### src/rtl/risc_pkg.sv
// Shared types for the load/store path.
// Contents:
//   mem_size_t  access size of a memory request (BYTE, HALF_WORD, WORD)
package risc_pkg;

    typedef enum logic [1:0] {
        BYTE      = 2'd0,
        HALF_WORD = 2'd1,
        WORD      = 2'd2
    } mem_size_t;

endpackage

### src/rtl/store_buffer_if.sv
// Bundles the pipeline (lsu_*) request channel and the data memory (dmem_*)
// port of the store buffer.
// Modports:
//   slave  : the store buffer (accepts lsu requests, drives the dmem port)
//   master : the pipeline plus data memory around it
interface store_buffer_if;
    import risc_pkg::*;

    logic        lsu_req;
    logic        lsu_wr_en;
    mem_size_t   lsu_data_size;
    logic [31:0] lsu_addr;
    logic [31:0] lsu_wr_data;
    logic        lsu_zero_extend;
    logic        lsu_ready;
    logic [31:0] lsu_rd_data;

    logic        dmem_req;
    logic        dmem_wr_en;
    mem_size_t   dmem_data_size;
    logic [31:0] dmem_addr;
    logic [31:0] dmem_wr_data;
    logic        dmem_zero_extend;
    logic [31:0] dmem_rd_data;

    modport slave (
        input  lsu_req, lsu_wr_en, lsu_data_size, lsu_addr, lsu_wr_data, lsu_zero_extend,
        output lsu_ready, lsu_rd_data,
        output dmem_req, dmem_wr_en, dmem_data_size, dmem_addr, dmem_wr_data, dmem_zero_extend,
        input  dmem_rd_data
    );

    modport master (
        output lsu_req, lsu_wr_en, lsu_data_size, lsu_addr, lsu_wr_data, lsu_zero_extend,
        input  lsu_ready, lsu_rd_data,
        input  dmem_req, dmem_wr_en, dmem_data_size, dmem_addr, dmem_wr_data, dmem_zero_extend,
        output dmem_rd_data
    );

endinterface

### src/rtl/store_buffer.sv
// Posted-write buffer between the memory stage and data memory.
// Stores are accepted in one cycle into a circular FIFO and drained in order
// whenever the memory port is not used by a load. Loads pass straight through
// unless they overlap a pending store, in which case they stall until the
// overlapping stores have drained.
// Ports:
//   clk, rst_n  clock, asynchronous active-low reset
//   bus         store_buffer_if.slave: lsu request channel and dmem port
//   sb_count    registered number of occupied entries
//   sb_empty    sb_count == 0
// Optional feature: define STORE_BUF_FWD_EN to forward store data to a load
// whose youngest overlapping entry matches it exactly in address and size.
module store_buffer
    import risc_pkg::*;
#(
    parameter int DEPTH = 4,
    parameter int CNT_W = $clog2(DEPTH) + 1
) (
    input  logic             clk,
    input  logic             rst_n,
    store_buffer_if.slave    bus,
    output logic [CNT_W-1:0] sb_count,
    output logic             sb_empty
);

    localparam int PTR_W = $clog2(DEPTH);

    logic [31:0]      ent_addr [DEPTH];
    mem_size_t        ent_size [DEPTH];
    logic [31:0]      ent_data [DEPTH];
    logic [PTR_W-1:0] head;
    logic [PTR_W-1:0] tail;
    logic [CNT_W-1:0] count;

    logic is_load;
    logic is_store;
    logic any_ovl;
    logic load_port;
    logic can_push;
    logic push;
    logic pop;
    logic fwd_hit;

    // Last byte offset of an access; ranges are compared in 33 bits so an
    // access near the top of the address space cannot wrap to zero.
    function automatic logic [32:0] span(input mem_size_t s);
        case (s)
            BYTE:      return 33'd0;
            HALF_WORD: return 33'd1;
            default:   return 33'd3;
        endcase
    endfunction

`ifdef STORE_BUF_FWD_EN
    logic [PTR_W-1:0] yng_idx;
    logic [31:0]      fwd_data;

    function automatic logic [31:0] extend(input logic [31:0] d, input mem_size_t s,
                                           input logic zx);
        case (s)
            BYTE:      return zx ? {24'd0, d[7:0]}  : {{24{d[7]}}, d[7:0]};
            HALF_WORD: return zx ? {16'd0, d[15:0]} : {{16{d[15]}}, d[15:0]};
            default:   return d;
        endcase
    endfunction
`endif

    assign is_load   = rst_n & bus.lsu_req & ~bus.lsu_wr_en;
    assign is_store  = rst_n & bus.lsu_req & bus.lsu_wr_en;
    assign can_push  = (count < CNT_W'(DEPTH));
    assign push      = is_store & can_push;
    assign load_port = is_load & ~any_ovl;
    // The head drains whenever a load does not own the port, including
    // while an overlapping load is stalled or being forwarded.
    assign pop       = rst_n & (count != '0) & ~load_port;

    always_comb begin : overlap_check
        logic [PTR_W-1:0] idx;
        logic [32:0]      ld_lo;
        logic [32:0]      ld_hi;
        logic [32:0]      st_lo;
        logic [32:0]      st_hi;
        idx     = '0;
        st_lo   = '0;
        st_hi   = '0;
        ld_lo   = {1'b0, bus.lsu_addr};
        ld_hi   = ld_lo + span(bus.lsu_data_size);
        any_ovl = 1'b0;
`ifdef STORE_BUF_FWD_EN
        yng_idx = head;
`endif
        // Walk oldest to youngest so the last hit is the youngest overlap.
        for (int k = 0; k < DEPTH; k++) begin
            idx   = head + PTR_W'(k);
            st_lo = {1'b0, ent_addr[idx]};
            st_hi = st_lo + span(ent_size[idx]);
            if ((CNT_W'(k) < count) && (st_lo <= ld_hi) && (ld_lo <= st_hi)) begin
                any_ovl = 1'b1;
`ifdef STORE_BUF_FWD_EN
                yng_idx = idx;
`endif
            end
        end
    end

`ifdef STORE_BUF_FWD_EN
    assign fwd_hit  = is_load & any_ovl
                    & (ent_addr[yng_idx] == bus.lsu_addr)
                    & (ent_size[yng_idx] == bus.lsu_data_size);
    assign fwd_data = extend(ent_data[yng_idx], ent_size[yng_idx], bus.lsu_zero_extend);
`else
    assign fwd_hit  = 1'b0;
`endif

    always_comb begin
        bus.lsu_ready        = 1'b0;
        bus.lsu_rd_data      = '0;
        bus.dmem_req         = 1'b0;
        bus.dmem_wr_en       = 1'b0;
        bus.dmem_data_size   = BYTE;
        bus.dmem_addr        = '0;
        bus.dmem_wr_data     = '0;
        bus.dmem_zero_extend = 1'b0;
        if (load_port) begin
            bus.dmem_req         = 1'b1;
            bus.dmem_data_size   = bus.lsu_data_size;
            bus.dmem_addr        = bus.lsu_addr;
            bus.dmem_wr_data     = bus.lsu_wr_data;
            bus.dmem_zero_extend = bus.lsu_zero_extend;
            bus.lsu_ready        = 1'b1;
            bus.lsu_rd_data      = bus.dmem_rd_data;
        end else begin
            if (pop) begin
                bus.dmem_req       = 1'b1;
                bus.dmem_wr_en     = 1'b1;
                bus.dmem_data_size = ent_size[head];
                bus.dmem_addr      = ent_addr[head];
                bus.dmem_wr_data   = ent_data[head];
            end
            // Store readiness depends only on the registered count, never on pop.
            if (is_store) begin
                bus.lsu_ready = can_push;
            end
`ifdef STORE_BUF_FWD_EN
            if (fwd_hit) begin
                bus.lsu_ready   = 1'b1;
                bus.lsu_rd_data = fwd_data;
            end
`endif
        end
    end

    always_ff @(posedge clk or negedge rst_n) begin
        if (!rst_n) begin
            head  <= '0;
            tail  <= '0;
            count <= '0;
        end else begin
            if (push) begin
                tail <= tail + 1'b1;
            end
            if (pop) begin
                head <= head + 1'b1;
            end
            case ({push, pop})
                2'b10:   count <= count + 1'b1;
                2'b01:   count <= count - 1'b1;
                default: count <= count;
            endcase
        end
    end

    // Entry contents need no reset; only head/tail/count define validity.
    always_ff @(posedge clk) begin
        if (push) begin
            ent_addr[tail] <= bus.lsu_addr;
            ent_size[tail] <= bus.lsu_data_size;
            ent_data[tail] <= bus.lsu_wr_data;
        end
    end

    assign sb_count = count;
    assign sb_empty = (count == '0);

endmodule

### src/flat_wrapper.sv
// flat-port wrapper written by rule: the top's interface ports become plain ports
module store_buffer_flat import risc_pkg::*;
#(
    parameter int DEPTH = 4,
    parameter int CNT_W = $clog2(DEPTH) + 1
)
  (clk, rst_n, sb_count, sb_empty, bus_lsu_req, bus_lsu_wr_en, bus_lsu_data_size, bus_lsu_addr, bus_lsu_wr_data, bus_lsu_zero_extend, bus_lsu_ready, bus_lsu_rd_data, bus_dmem_req, bus_dmem_wr_en, bus_dmem_data_size, bus_dmem_addr, bus_dmem_wr_data, bus_dmem_zero_extend, bus_dmem_rd_data);
  store_buffer_if bus_i ();
  input  logic clk;
  input  logic rst_n;
  output logic [CNT_W-1:0] sb_count;
  output logic sb_empty;
  input wire logic [$bits(bus_i.lsu_req)-1:0] bus_lsu_req;
  input wire logic [$bits(bus_i.lsu_wr_en)-1:0] bus_lsu_wr_en;
  input wire logic [$bits(bus_i.lsu_data_size)-1:0] bus_lsu_data_size;
  input wire logic [$bits(bus_i.lsu_addr)-1:0] bus_lsu_addr;
  input wire logic [$bits(bus_i.lsu_wr_data)-1:0] bus_lsu_wr_data;
  input wire logic [$bits(bus_i.lsu_zero_extend)-1:0] bus_lsu_zero_extend;
  output wire logic [$bits(bus_i.lsu_ready)-1:0] bus_lsu_ready;
  output wire logic [$bits(bus_i.lsu_rd_data)-1:0] bus_lsu_rd_data;
  output wire logic [$bits(bus_i.dmem_req)-1:0] bus_dmem_req;
  output wire logic [$bits(bus_i.dmem_wr_en)-1:0] bus_dmem_wr_en;
  output wire logic [$bits(bus_i.dmem_data_size)-1:0] bus_dmem_data_size;
  output wire logic [$bits(bus_i.dmem_addr)-1:0] bus_dmem_addr;
  output wire logic [$bits(bus_i.dmem_wr_data)-1:0] bus_dmem_wr_data;
  output wire logic [$bits(bus_i.dmem_zero_extend)-1:0] bus_dmem_zero_extend;
  input wire logic [$bits(bus_i.dmem_rd_data)-1:0] bus_dmem_rd_data;
  assign bus_i.lsu_req = bus_lsu_req;
  assign bus_i.lsu_wr_en = bus_lsu_wr_en;
  assign bus_i.lsu_data_size = bus_lsu_data_size;
  assign bus_i.lsu_addr = bus_lsu_addr;
  assign bus_i.lsu_wr_data = bus_lsu_wr_data;
  assign bus_i.lsu_zero_extend = bus_lsu_zero_extend;
  assign bus_lsu_ready = bus_i.lsu_ready;
  assign bus_lsu_rd_data = bus_i.lsu_rd_data;
  assign bus_dmem_req = bus_i.dmem_req;
  assign bus_dmem_wr_en = bus_i.dmem_wr_en;
  assign bus_dmem_data_size = bus_i.dmem_data_size;
  assign bus_dmem_addr = bus_i.dmem_addr;
  assign bus_dmem_wr_data = bus_i.dmem_wr_data;
  assign bus_dmem_zero_extend = bus_i.dmem_zero_extend;
  assign bus_i.dmem_rd_data = bus_dmem_rd_data;
  store_buffer #(.DEPTH(DEPTH), .CNT_W(CNT_W)) u_core (.clk(clk), .rst_n(rst_n), .bus(bus_i), .sb_count(sb_count), .sb_empty(sb_empty));
endmodule
### config.mk
export PLATFORM = sky130hd
export DESIGN_NAME = store_buffer_flat
export DESIGN_NICKNAME = d
export VERILOG_FILES = /design/src/rtl/risc_pkg.sv /design/src/rtl/store_buffer_if.sv /design/src/rtl/store_buffer.sv /design/src/flat_wrapper.sv
export SDC_FILE = /design/constraint.sdc
export NUM_CORES = 1
export LEC_CHECK = 0
export BUFFER_PORTS_ARGS = -buffer_cell sky130_fd_sc_hd__buf_2
export CORE_MARGIN = 2
export CORE_UTILIZATION = 38
export CTS_CLUSTER_DIAMETER = 80
export DETAILED_ROUTE_END_ITERATION = 7
export GPL_ROUTABILITY_DRIVEN = 0
export PLACE_DENSITY_LB_ADDON = 0.15
export REMOVE_ABC_BUFFERS = 1
export SYNTH_ARGS = -nofsm -noshare
export SYNTH_HDL_FRONTEND = slang
export SYNTH_SLANG_ARGS = --single-unit
### constraint.sdc
create_clock -name clk -period 10.75 [get_ports clk]
set_input_delay 0.5375 -clock clk [delete_from_list [all_inputs] [get_ports clk]]
set_output_delay 0.5375 -clock clk [all_outputs]
set_load 0.05 [all_outputs]
# == Word level (Yosys, flattened, before mapping) ==
# Memory sizes are Yosys's and may differ from the RTL's.
# Index checks and enable logic that the tools add are counted.
# Widths: inputs -> output; s select.
# classes
addsub,11
mul,0
n_div,0
magnitude_cmp,13
eq_ne,7
shift,0
muxes,25
n_bitwise,10
n_reduce_logical,16
# op_table
cell,n
$le 32x33->1,8
$add 32x2->33,5
$mux 32,5
$pmux 2 s2,5
$eq 2x1->1 const B,6
$mux 1,12
$logic_not 2->1,5
$logic_and 1x1->1,8
$and 1x1->1,7
$lt 1x3->1 const A,2
$lt 2x3->1 const A,2
$pmux 3 s2,1
$add 2x1->2 const B,2
$add 2x2->2 const B,2
$mux 2,2
$add 3x1->3 const B,1
$logic_not 3->1,1
$lt 3x3->1 const B,1
$not 1->1,3
$reduce_bool 3->1,1
$sub 3x1->3 const B,1
$eq 2x2->1 const B,1
$reduce_bool 2->1,1
# totals
regBits,7
latchBits,0
mem_bits_rw,264
romBits,0
in_bits,103
out_inout_bits,106
elab_cells,88
memories,3
# memory_table
name,words,width,read_ports,rd_ports_with_merged_regs,wr,line_no,source
u_core.ent_addr,4,32,4,0,1,store_buffer.sv:28,logic [31:0] ent_addr [DEPTH];
u_core.ent_data,4,32,1,0,1,store_buffer.sv:30,logic [31:0] ent_data [DEPTH];
u_core.ent_size,4,2,4,0,1,store_buffer.sv:29,mem_size_t ent_size [DEPTH];

# == Depth between registers and ports, before layout ==
# Gate-level depths: netlist of the first run.
# logic_depth
ltp_word,16
depth_mapped,35
ltp_nobuf,26

# == Least setup slack after synthesis of the first run ==
# Ideal clock, no wire load.
# synth_path
path_kind,register -> output
from,reg u_core.head[0]
to,out bus_dmem_addr[0]
arrival_time_ns,6.811
required_ns,10.213
setup_slack_ns,3.402
stages_incl_launch_ff,32
path_buffers,10
path_cell_list,dfrtp_1 -> buf_6 -> buf_12 -> buf_8 -> buf_8 -> buf_4 -> buf_2 -> buf_1 -> clkbuf_1 -> o21ai_0 -> inv_1 -> ha_1 -> inv_1 -> fa_1 -> nor4_4 -> nand2_2 -> nor2_4 -> and2_1 -> clkbuf_1 -> nand3_1 -> xor2_1 -> ha_1 -> a21o_1 -> a21oi_1 -> and4b_1 -> o21ai_0 -> o21ai_0 -> a41oi_1 -> o22ai_4 -> nor2_8 -> clkbuf_2 -> o31ai_1
# synth_between
elab_chain_cells,16
elab_cells_between_ends,47
classes_between,7 x add/sub; 8 x order compare; 4 x eq/ne; 10 x mux; 4 x bitwise; 12 x reduce/logical; 2 x memory
# synth_rtl
item,line_no,source
start: declaration,store_buffer.sv:31,logic [PTR_W-1:0] head;
start signal: assignment,store_buffer.sv:163,head <= head + 1'b1;
$add 2x1->2 / $mem_v2 4x2 (equally long branches),-,
$mem_v2 4x2 (tied with other cells),-,
$eq 2x1->1 (tied with other cells),store_buffer.sv:47,case (s)
$pmux 2 s2 / $add 32x2->33 (equally long branches),"store_buffer.sv:47, store_buffer.sv:96",
$add 32x2->33 / $le 32x33->1 (equally long branches),"store_buffer.sv:96, store_buffer.sv:97",
$le 32x33->1 / $logic_and 1x1->1 (equally long branches),store_buffer.sv:97,if ((CNT_W'(k) < count) && (st_lo <= ld_hi) && (ld_lo <= st_hi)) begin
$logic_and 1x1->1 / $mux 1 (equally long branches),store_buffer.sv:97,
$mux 1 (3 in a row),store_buffer.sv:97,
$not 1->1,store_buffer.sv:72,assign load_port = is_load & ~any_ovl;
$and 1x1->1,store_buffer.sv:72,
$not 1->1,store_buffer.sv:75,assign pop = rst_n & (count != '0) & ~load_port;
$and 1x1->1,store_buffer.sv:75,
$mux 32,store_buffer.sv:133,if (pop) begin
$mux 32 *,store_buffer.sv:124,if (load_port) begin
end: declaration,flat_wrapper.sv:24,output wire logic [$bits(bus_i.dmem_addr)-1:0] bus_dmem_addr;
# Every way passes the cells marked *; elsewhere a longest branch is shown, timed or not.

# == Worst setup path after layout of the first run ==
# layout_path
from,reg u_core.head[1]
to,out bus_dmem_addr[16]
# The elaborated chain is that of the path after synthesis.

==> results of run 1 <==
## cell usage after synthesis, drive strengths merged (61+ instances only)
library cell and count:
a21oi 97, nand4 72, nor2 80, ha 275
inv 119, nand3 61, mux2i 93, xor2 72
xnor2 84, edfxtp 264, nand2 178, mux4 133
## flip-flops by register name, summed over array words and instances, names as in the netlist
register and count:
u_core.ent_size 8, u_core.head 2, u_core.tail 2, u_core.ent_data 128, u_core.sb_count 3, u_core.ent_addr 128
## final timing paths
| check | endpoint | slack [ns] |
|---|---|---|
| max | bus_dmem_addr[16] | 1.87 |
| min | u_core.ent_data[2][2]$_DFFE_PP_ | 0.21 |
| max reg2reg | u_core.sb_count[2]$_DFFE_PN0P_ | 3.32 |
| min reg2reg | u_core.tail[0]$_DFFE_PN0P_ | 0.54 |
| max in group asynchronous | u_core.head[1]$_DFFE_PN0N_ | 10.15 |
| min in group asynchronous | u_core.tail[0]$_DFFE_PN0P_ | 0.38 |
## through the flow
step | utilization | worst slack [ns] | cells | total power, µW
global route | 0.432 | 1.39 | 2972 | 7400
finish | 0.432 | 1.87 | 2972 | 6890
CTS | 0.432 | 1.93 | 2972 | 6930
global placement | 0.413 | 2.71 | 2909 | 5750
floorplan | - | -1.92 | 1911 | 4840
detailed placement | 0.413 | 2.56 | 2909 | 5810
## area by class of cell
class                   instances  area (µm²)  area share
clock buffers                  38         866      0.0339
clock inverters                24         199     0.00780
inverters                     119         447      0.0175
multi-input cells            1521       13700       0.539
flip-flops and latches        271        8110       0.318
well taps                     773         967      0.0379
repair buffers                226        1180      0.0462
## logic make-up after synthesis
family          after synthesis  synth area share
xor+xnor                    156            0.0599
buf+inv                     182            0.0426
mux                         247             0.184
flops                       271             0.355
fa+ha+maj                   280             0.155
simple gates                573             0.131
compound gates              265            0.0727
## metal layers
layer | part of all wire | wire [µm]
met1 | 0.45 | 31600
met2 | 0.46 | 32500
met3 | 0.053 | 3710
met4 | 0.031 | 2190
met5 | 0.00019 | 13
## what timing repair did
action | in CTS | in global routing
setup endpoints to repair | 0 | 0
hold buffers | 1 | 0
endpoints found under the hold margin | 7 | 0
gates resized for setup | 0 | 0
## power groups by stage
| stage | combinational, µW | clock (µW) | sequential (µW) |
|---|---|---|---|
| after detailed placement | 4490 | 0 | 1320 |
| after CTS | 4520 | 1110 | 1300 |
| after floorplan | 3340 | 0 | 1500 |
| final | 4510 | 1080 | 1300 |
| after global placement | 4430 | 0 | 1310 |
| after global routing | 4940 | 1150 | 1310 |
## worst max-delay path, cell delays in order, from the launching register on
cell	delay (ns)
sky130_fd_sc_hd__dfrtp_4	0.66
sky130_fd_sc_hd__buf_4	0.87
sky130_fd_sc_hd__mux4_2	0.48
sky130_fd_sc_hd__nand3_1	0.23
sky130_fd_sc_hd__or2_2	0.38
sky130_fd_sc_hd__nor2_1	0.35
sky130_fd_sc_hd__nand3_1	0.29
sky130_fd_sc_hd__nor2_1	0.29
sky130_fd_sc_hd__nand2_1	0.25
sky130_fd_sc_hd__nor2_1	0.19
sky130_fd_sc_hd__xnor2_1	0.16
sky130_fd_sc_hd__ha_1	0.21
sky130_fd_sc_hd__a22oi_1	0.09
sky130_fd_sc_hd__nand2_1	0.07
sky130_fd_sc_hd__a31oi_1	0.10
sky130_fd_sc_hd__a221oi_1	0.71
sky130_fd_sc_hd__o31a_1	0.32
sky130_fd_sc_hd__o31ai_1	0.10
sky130_fd_sc_hd__a32o_1	0.38
sky130_fd_sc_hd__nor2_8	0.43
sky130_fd_sc_hd__buf_4	0.54
sky130_fd_sc_hd__mux2i_1	0.26
sky130_fd_sc_hd__buf_2	0.29
==> impl_metrics.yaml, run 1 <==
floorplan:
  core-area_um2: 59100
  fp.dieArea_um2: 62000
  rows: 89
  chipHeight_um: 249
  die_width_um: 249
  io_pins: 209
  initial_core_util: 0.386
min_path:
  worstHoldPathType: "in2reg"
  hold_path_depth: 1
  timing.hold.worst.start: "bus_lsu_wr_data[2]"
grt:
  met3_usage: 0.0349
  grt_use_total: 0.224
  first_global_vias: 16927
  grt.busiest_layer: "met2"
  grt_max_degree: 76
  wire_length_of_the_first_global_routing_pass_mm: 106
  overflow: 0
  grt_antenna_before_repair: 1
  use_met1: 0.307
  global_route.usage.met2: 0.364
logic_synthesis:
  synth-async-reset-ratio: 0.0258
  yosys.area.top_type: "sky130_fd_sc_hd__edfxtp_1"
  ys.warnings.count: 0
  netlist.area_leader.share: 0.348
  synth.lib_cells_used.distinct: 82
  register_area_share_after_synthesis: 0.355
  postSynthRegisterBits: 271
  synth_flop_cell: "sky130_fd_sc_hd__edfxtp_1"
  syn-instance-count: 1974
  synth_edf_count: 264
  synth_area_um2: 22800
  post_synthesis_mean_instance_area_um2: 11.6
  synth.area.top_cells: "sky130_fd_sc_hd__edfxtp_1 35%, sky130_fd_sc_hd__ha_1 15%, sky130_fd_sc_hd__mux4_2 13%"
sta:
  finClkSkew_ns: 0.0249
  final.period_utilization: 0.826
  setup-violations-final: 0
  fin_crit_ns: 8.88
  finalHoldViolCount: 0
  timing.setup.tns_ns: 0
  grt_setup_unrepaired: "false"
  slew_violations: 0
  max_freq_mhz: 113
  maxSlewHeadroom: 0.172
  holdWs_ns: 0.214
  worst-slew-pin-transition_ns: 1.23
routing:
  route.antenna.remaining_nets: 0
  drt_iter0_drc: 1187
  finalWirelength_mm: 70.0
  vias: 17009
  drc: 0
  detail_route.wl_per_cell_um: 23.6
  vias_per_cell: 5.72
  drt_pre_antenna_iters: 8
setup_path:
  worstSetupPathType: "reg2out"
  critPathCaptureType: "primary output"
  worst_r2r_path_depth: 25
  crit_required_ns: 10.21
  cp-startpoint: "u_core.head[1]$_DFFE_PN0N_"
  reg2reg_from: "u_core.head[0]$_DFFE_PN0N_"
  worstPathArrival_ns: 8.34
  worst_setup_path_start_kind: "flip-flop"
  worst_path_fanout_max: 75
clocking:
  cts_tree: "built"
  clk_latency_ns: 0.55
  clkTransAtPathRegs_ns: 0.06
  total_clock_buffers_created_by_cts: 34
  clk_sink_count: 271
  clock_tree.buffer_depth: 3
  clockRootBuffer: "sky130_fd_sc_hd__clkbuf_16"
  ctsHtreeMaxLevel: 2
  cts_setup_buffers: 0
finish:
  final_nets: 2556
  layout.cells.most_common: "sky130_fd_sc_hd__ha_1"
  commonest_cells_after_routing_fill_and_taps_aside: "275 x sky130_fd_sc_hd__ha_1, 264 x sky130_fd_sc_hd__edfxtp_1, 208 x sky130_fd_sc_hd__buf_2"
  antenna-diode-count: 0
  synthToLayoutAreaGrowth_pct: 11.9
  final_area_um2: 25500
  filler_cells: 5551
  post_route_cells_drive_above_1_share: 0.213
run:
  max_cap_viol: 0
place:
  postPlaceCellArea_um2: 24400
  portBuffers: 208
  dp.final_hpwl_mm: 52.5
power_and_ir_drop:
  power.net_switching_uw: 3360
  cellPowerDensity_nw_per_um2: 270
  share_clk_of_total_power: 0.157
  switching_share: 0.488
  seq_power_share: 0.188
  internal-power_uw: 3530
  ir_worst_vdd_v: 0.000207
  static-leakage-power_uw: 0.0100
  combinationalPowerShare: 0.655
status:
  run_status: "finished clean"
Power figures use the tool's default switching activity.
==> run 2, diff against run 1 <==
--- a/config.mk
+++ b/config.mk
@@ -5,6 +5,7 @@
 export SDC_FILE = /design/constraint.sdc
 export NUM_CORES = 1
 export LEC_CHECK = 0
+export ABC_AREA = 1
 export BUFFER_PORTS_ARGS = -buffer_cell sky130_fd_sc_hd__buf_2
 export CORE_MARGIN = 2
 export CORE_UTILIZATION = 38
==> constraint.sdc (replaced) <==
create_clock -name clk -period 7.37 [get_ports clk]
set_input_delay 0.3685 -clock clk [delete_from_list [all_inputs] [get_ports clk]]
set_output_delay 0.3685 -clock clk [all_outputs]
set_load 0.05 [all_outputs]
==> impl_metrics.yaml, run 2 <==
sta:
  fin_crit_ns: 7.11
  holdWs_ns: 0.0452
  slew_violations: 0
  finalHoldViolCount: 0
  setup-violations-final: 0
  maxSlewHeadroom: 0.262
  final.period_utilization: 0.965
  finClkSkew_ns: 0.0347
  max_freq_mhz: 141
  worst-slew-pin-transition_ns: 1.11
setup_path:
  critPathCaptureType: "primary output"
  critical-path-top-cell-by-count: "sky130_fd_sc_hd__nand2_1"
  crit_required_ns: 7.00
  worstSetupPathType: "reg2out"
  worst_path_fanout_max: 24
  delay_of_the_slowest_cell_on_the_worst_path_ns: 0.55
  critical_r2r_capture: "u_core.sb_count[2]$_DFFE_PN0P_"
  worstPathArrival_ns: 6.74
  worst_setup_path_start_kind: "flip-flop"
  worst_r2r_path_depth: 40
  reg2reg_from: "u_core.head[0]$_DFFE_PN0N_"
  critical_path.slowest_cell: "sky130_fd_sc_hd__dfrtp_4"
  reg2reg_setup_slack_ns: 0.78
power_and_ir_drop:
  combinationalPowerShare: 0.736
  switching_share: 0.576
  cellPowerDensity_nw_per_um2: 473
  static-leakage-power_uw: 0.0124
  internal-power_uw: 5520
  seq_power_share: 0.141
  share_clk_of_total_power: 0.123
  ir_worst_vdd_v: 0.000316
  power.net_switching_uw: 7520
min_path:
  worstHoldPathType: "in2reg"
  timing.hold.worst.start: "bus_lsu_wr_data[27]"
  end_point_of_the_worst_hold_path: "u_core.ent_data[1][27]$_DFFE_PP_"
  hold_path_depth: 1
finish:
  layout.cells.most_common: "sky130_fd_sc_hd__nand2_1"
  final_nets: 3660
  post_route_cells_drive_above_1_share: 0.138
  synthToLayoutAreaGrowth_pct: 14.6
  commonest_cells_after_routing_fill_and_taps_aside: "721 x sky130_fd_sc_hd__nand2_1, 343 x sky130_fd_sc_hd__inv_1, 275 x sky130_fd_sc_hd__ha_1"
  final_area_um2: 27600
  largest_registers: "u_core.ent_addr (128), u_core.ent_data (128), u_core.ent_size (8)"
  post_layout_nonfiller_instances: 4148
logic_synthesis:
  synth_area_um2: 24100
  yosys-top-cells-count: "724 x sky130_fd_sc_hd__nand2_1, 343 x sky130_fd_sc_hd__inv_1, 275 x sky130_fd_sc_hd__ha_1"
  register_area_share_after_synthesis: 0.337
  synth-async-reset-ratio: 0.0258
  ys.warnings.count: 0
  synth.lib_cells_used.distinct: 60
  netlist.area_leader.share: 0.329
  synth_edf_count: 264
  yosys.area.top_type: "sky130_fd_sc_hd__edfxtp_1"
  synth.area.top_cells: "sky130_fd_sc_hd__edfxtp_1 33%, sky130_fd_sc_hd__ha_1 14%, sky130_fd_sc_hd__nand2_1 11%"
  postSynthRegisterBits: 271
  syn-instance-count: 3087
  synth_flop_cell: "sky130_fd_sc_hd__edfxtp_1"
  post_synthesis_mean_instance_area_um2: 7.80
  most_frequent_cell_after_synthesis: "sky130_fd_sc_hd__nand2_1"
floorplan:
  initial_core_util: 0.383
  fp.dieArea_um2: 65400
  rows: 92
  die_width_um: 256
  core-area_um2: 62900
  chipHeight_um: 256
  io_pins: 209
clocking:
  clockRootBuffer: "sky130_fd_sc_hd__clkbuf_16"
  clk_sink_count: 271
  clk_latency_ns: 0.58
  ctsHtreeMaxLevel: 2
  total_clock_buffers_created_by_cts: 34
  clock_tree.buffer_depth: 3
  clkTransAtPathRegs_ns: 0.06
  cts_tree: "built"
routing:
  drc: 0
  drt_pre_antenna_iters: 6
  drt_iter0_drc: 1902
  detail_route.wl_per_cell_um: 21.5
  vias_per_cell: 5.43
  route.antenna.remaining_nets: 0
  vias: 22519
  finalWirelength_mm: 89.0
grt:
  overflow: 0
  wire_length_of_the_first_global_routing_pass_mm: 130
  grt_max_degree: 70
  grt_use_total: 0.258
  first_global_vias: 21305
  grt_antenna_before_repair: 4
place:
  postPlaceCellArea_um2: 25800
  dp.final_hpwl_mm: 65.3
  portBuffers: 208
  dp.cells: 4054
run:
  max_cap_viol: 0
status:
  run_status: "finished clean"
==> run 2: logic make-up (layout without fill, tap and decap cells) <==
logic type,after synthesis,in the layout,synth area share
other cells,0,1,0
buf+inv,474,688,0.0856
mux,10,10,0.00416
compound gates,484,484,0.113
fa+ha+maj,280,280,0.147
simple gates,1439,1439,0.266
xor+xnor,129,129,0.0469
flops,271,271,0.337
==> run 2: worst max path at each step <==
stage | start | slack (ns) | depth (start not counted) | to
floorplan | u_core.head[0]$_DFFE_PN0N_ | -5.56 | 38 | bus_dmem_zero_extend
global placement | u_core.head[0]$_DFFE_PN0N_ | -0.16 | 29 | bus_dmem_addr[0]
detailed placement | u_core.head[0]$_DFFE_PN0N_ | -0.20 | 29 | bus_dmem_addr[0]
CTS | u_core.head[0]$_DFFE_PN0N_ | 0.02 | 33 | bus_dmem_addr[0]
global route | u_core.head[0]$_DFFE_PN0N_ | -0.04 | 32 | bus_dmem_addr[19]
finish | u_core.head[0]$_DFFE_PN0N_ | 0.26 | 34 | bus_dmem_addr[0]
==> run 2: power groups by stage <==
stage | sequential (µW) | combinational [µW] | clock (µW)
after detailed placement | 1890 | 9040 | 0
final | 1840 | 9600 | 1600
after global routing | 1840 | 10500 | 1690
after global placement | 1890 | 8900 | 0
after floorplan | 2060 | 6020 | 0
after CTS | 1850 | 9160 | 1640
==> run 2: per-stage QoR <==
stage	setup WS, ns	utilization	TNS, ns	power [µW]
floorplan	-5.56	-	-558.48	8080
global placement	-0.163	0.410	-0.865	10800
detailed placement	-0.196	0.410	-2.40	10900
CTS	0.0231	0.429	0	12700
global route	-0.0352	0.439	-1.19	14100
finish	0.261	0.439	0	13000
==> run 2: cell type report <==
class / count / area [µm²]
clock buffer: 43 / 885
sequential: 271 / 8110
fill: 6372 / 35300
clock inverter: 17 / 161
antenna: 1 / 2.50
multi-input combinational: 2342 / 14200
timing repair buffer: 274 / 1860
inverter: 354 / 1340
tap: 846 / 1060
==> run 2: per-layer routing <==
metal,vias up,wire length [µm],global-route usage
li1,10954,-,-
met1,10717,39500,0.354
met2,700,40200,0.415
met3,144,6070,0.0358
met4,4,3250,0.0944
met5,-,30,0
==> run 2: critical path: cells and delay by family (launching register included) <==
family / cells / cell delay, ns
mux: 1 / 0.14
fa+ha+maj: 3 / 0.86
compound gates: 1 / 0.13
simple gates: 20 / 3.17
xor+xnor: 1 / 0.16
flops: 1 / 0.55
buf+inv: 8 / 1.15
==> run 2: repair_timing <==
item                       in CTS  in global routing
hold buffers                    1                  0
setup endpoints to repair     102                103
gates cloned                    0                  5
hold endpoints to repair        7                  0
resized for setup              23                103
setup buffers                   3                 25
pin swaps                       2                 13
==> run 3, diff against run 2 <==
--- a/config.mk
+++ b/config.mk
@@ -13,6 +13,7 @@
 export DETAILED_ROUTE_END_ITERATION = 7
 export GPL_ROUTABILITY_DRIVEN = 0
 export PLACE_DENSITY_LB_ADDON = 0.15
+export RECOVER_POWER = 50
 export REMOVE_ABC_BUFFERS = 1
 export SYNTH_ARGS = -nofsm -noshare
 export SYNTH_HDL_FRONTEND = slang
==> impl_metrics.yaml, run 3 (same netlist as run 2, synthesis figures left out) <==
setup_path:
  worst_path_fanout_max: 13
  worstPathArrival_ns: 6.76
  cp-startpoint: "u_core.head[0]$_DFFE_PN0N_"
  critical_path.slowest_cell: "sky130_fd_sc_hd__dfrtp_4"
  worstSetupPathType: "reg2out"
  critical-path-top-cell-by-count: "sky130_fd_sc_hd__nand2_1"
  critPathCaptureType: "primary output"
  worst_setup_path_start_kind: "flip-flop"
  reg2reg_from: "u_core.head[0]$_DFFE_PN0N_"
  delay_of_the_slowest_cell_on_the_worst_path_ns: 0.55
  crit_required_ns: 7.00
grt:
  grt_use_total: 0.258
  first_global_vias: 21305
  wire_length_of_the_first_global_routing_pass_mm: 130
  overflow: 0
  grt_antenna_before_repair: 4
  grt_max_degree: 70
floorplan:
  initial_core_util: 0.383
  chipHeight_um: 256
  io_pins: 209
  die_width_um: 256
  rows: 92
  core-area_um2: 62900
  fp.dieArea_um2: 65400
run:
  max_cap_viol: 2
routing:
  drc: 0
  route.antenna.remaining_nets: 0
  drt_pre_antenna_iters: 6
  detail_route.wl_per_cell_um: 21.5
  finalWirelength_mm: 89.3
  vias_per_cell: 5.44
  vias: 22561
  drt_iter0_drc: 1878
status:
  violations_in_the_final_reports: "capacitance limit, slew limit"
  run_status: "complete, but fails checks"
clocking:
  clockRootBuffer: "sky130_fd_sc_hd__clkbuf_16"
  clkTransAtPathRegs_ns: 0.06
  total_clock_buffers_created_by_cts: 34
  cts_tree: "built"
  clk_latency_ns: 0.59
  ctsHtreeMaxLevel: 2
  clock_tree.buffer_depth: 3
  clk_sink_count: 271
sta:
  slew_violations: 52
  finClkSkew_ns: 0.0337
  maxSlewHeadroom: -0.915
  finalHoldViolCount: 0
  fin_ws_ns: 0.238
  setup-violations-final: 0
  max_freq_mhz: 140
  final.period_utilization: 0.968
  fin_crit_ns: 7.13
  worst-slew-pin-transition_ns: 2.86
finish:
  multi_input_comb_area_um2: 14200
  filler_cells: 6407
  sequential_cell_area_um2: 8110
  largest_registers: "u_core.ent_addr (128), u_core.ent_data (128), u_core.ent_size (8)"
  commonest_cells_after_routing_fill_and_taps_aside: "721 x sky130_fd_sc_hd__nand2_1, 343 x sky130_fd_sc_hd__inv_1, 275 x sky130_fd_sc_hd__ha_1"
  synthToLayoutAreaGrowth_pct: 14.2
  layout.cells.most_common: "sky130_fd_sc_hd__nand2_1"
  post_layout_util: 0.437
  post_layout_nonfiller_instances: 4149
  post_route_cells_drive_above_1_share: 0.118
  final_nets: 3660
  final_area_um2: 27500
place:
  dp.cells: 4054
  dp.final_hpwl_mm: 65.3
  postPlaceCellArea_um2: 25800
  dp_slack_ns: -0.196
  portBuffers: 208
min_path:
  worstHoldPathType: "in2reg"
  timing.hold.worst.start: "bus_lsu_wr_data[28]"
power_and_ir_drop:
  ir_worst_vdd_v: 0.000317
  static-leakage-power_uw: 0.0122
  totalPowerFinal_uw: 13000
  cellPowerDensity_nw_per_um2: 474
-- run 3: final timing paths --
kind,endpoint,depth (start not counted),slack (ns)
min in group asynchronous,u_core.sb_count[2]$_DFFE_PN0P_,2,0.32
max in group asynchronous,u_core.head[1]$_DFFE_PN0N_,2,6.57
worst min-delay path,u_core.ent_data[2][28]$_DFFE_PP_,1,0.11
worst min register to register,u_core.sb_count[1]$_DFFE_PN0P_,2,0.59
worst max-delay path,bus_dmem_wr_data[25],34,0.24
worst max register to register,u_core.sb_count[2]$_DFFE_PN0P_,40,0.79
-- run 3: per-layer routing --
metal | vias up | GRT usage | wire [µm]
li1 | 10948 | - | -
met4 | 4 | 0.0944 | 3250
met3 | 135 | 0.0358 | 6280
met2 | 744 | 0.415 | 40500
met5 | - | 0 | 26
met1 | 10730 | 0.354 | 39300
-- run 3: layout make-up --
| class | instances | area share |
|---|---|---|
| repair buffers | 274 | 0.0648 |
| multi-input cells | 2342 | 0.515 |
| clock buffers | 43 | 0.0322 |
| diodes | 2 | 0.000182 |
| well taps | 846 | 0.0385 |
| clock inverters | 17 | 0.00587 |
| inverters | 354 | 0.0486 |
| flip-flops and latches | 271 | 0.295 |
-- run 3: repair_timing --
item	CTS	global route
cloned	0	5
setup endpoints to repair	102	103
hold endpoints to repair	7	0
gates resized for setup	23	103
pin swaps	2	13
hold buffers	1	0
buffers inserted	3	25
-- run 3: metrics by stage --
stage,setup TNS (ns),hold WS [ns]
2_1_floorplan,-558.48,0.0729
3_3_place_gp,-0.865,0.247
3_5_place_dp,-2.40,0.257
4_1_cts,0,0.0175
5_1_grt,-1.33,0.107
6_report,0,0.112
-- run 3: worst max-delay path: cells and delay by family (launching register included) --
family	cells	cell delay [ns]
muxes	1	0.14
xor gates and xnor gates	1	0.16
AOI/OAI and AO/OA	1	0.13
buffers and inverters	8	1.21
DFF	1	0.55
and+or+nand+nor	20	3.14
adders and majority gates	3	0.86
-- run 3: where the power goes --
group / internal (µW) / switching (µW) / leakage [µW] / total, µW
registers: 1780 / 55.4 / 0.00246 / 1840
logic: 2830 / 6760 / 0.00926 / 9600
clock network: 901 / 701 / 0.000512 / 1600
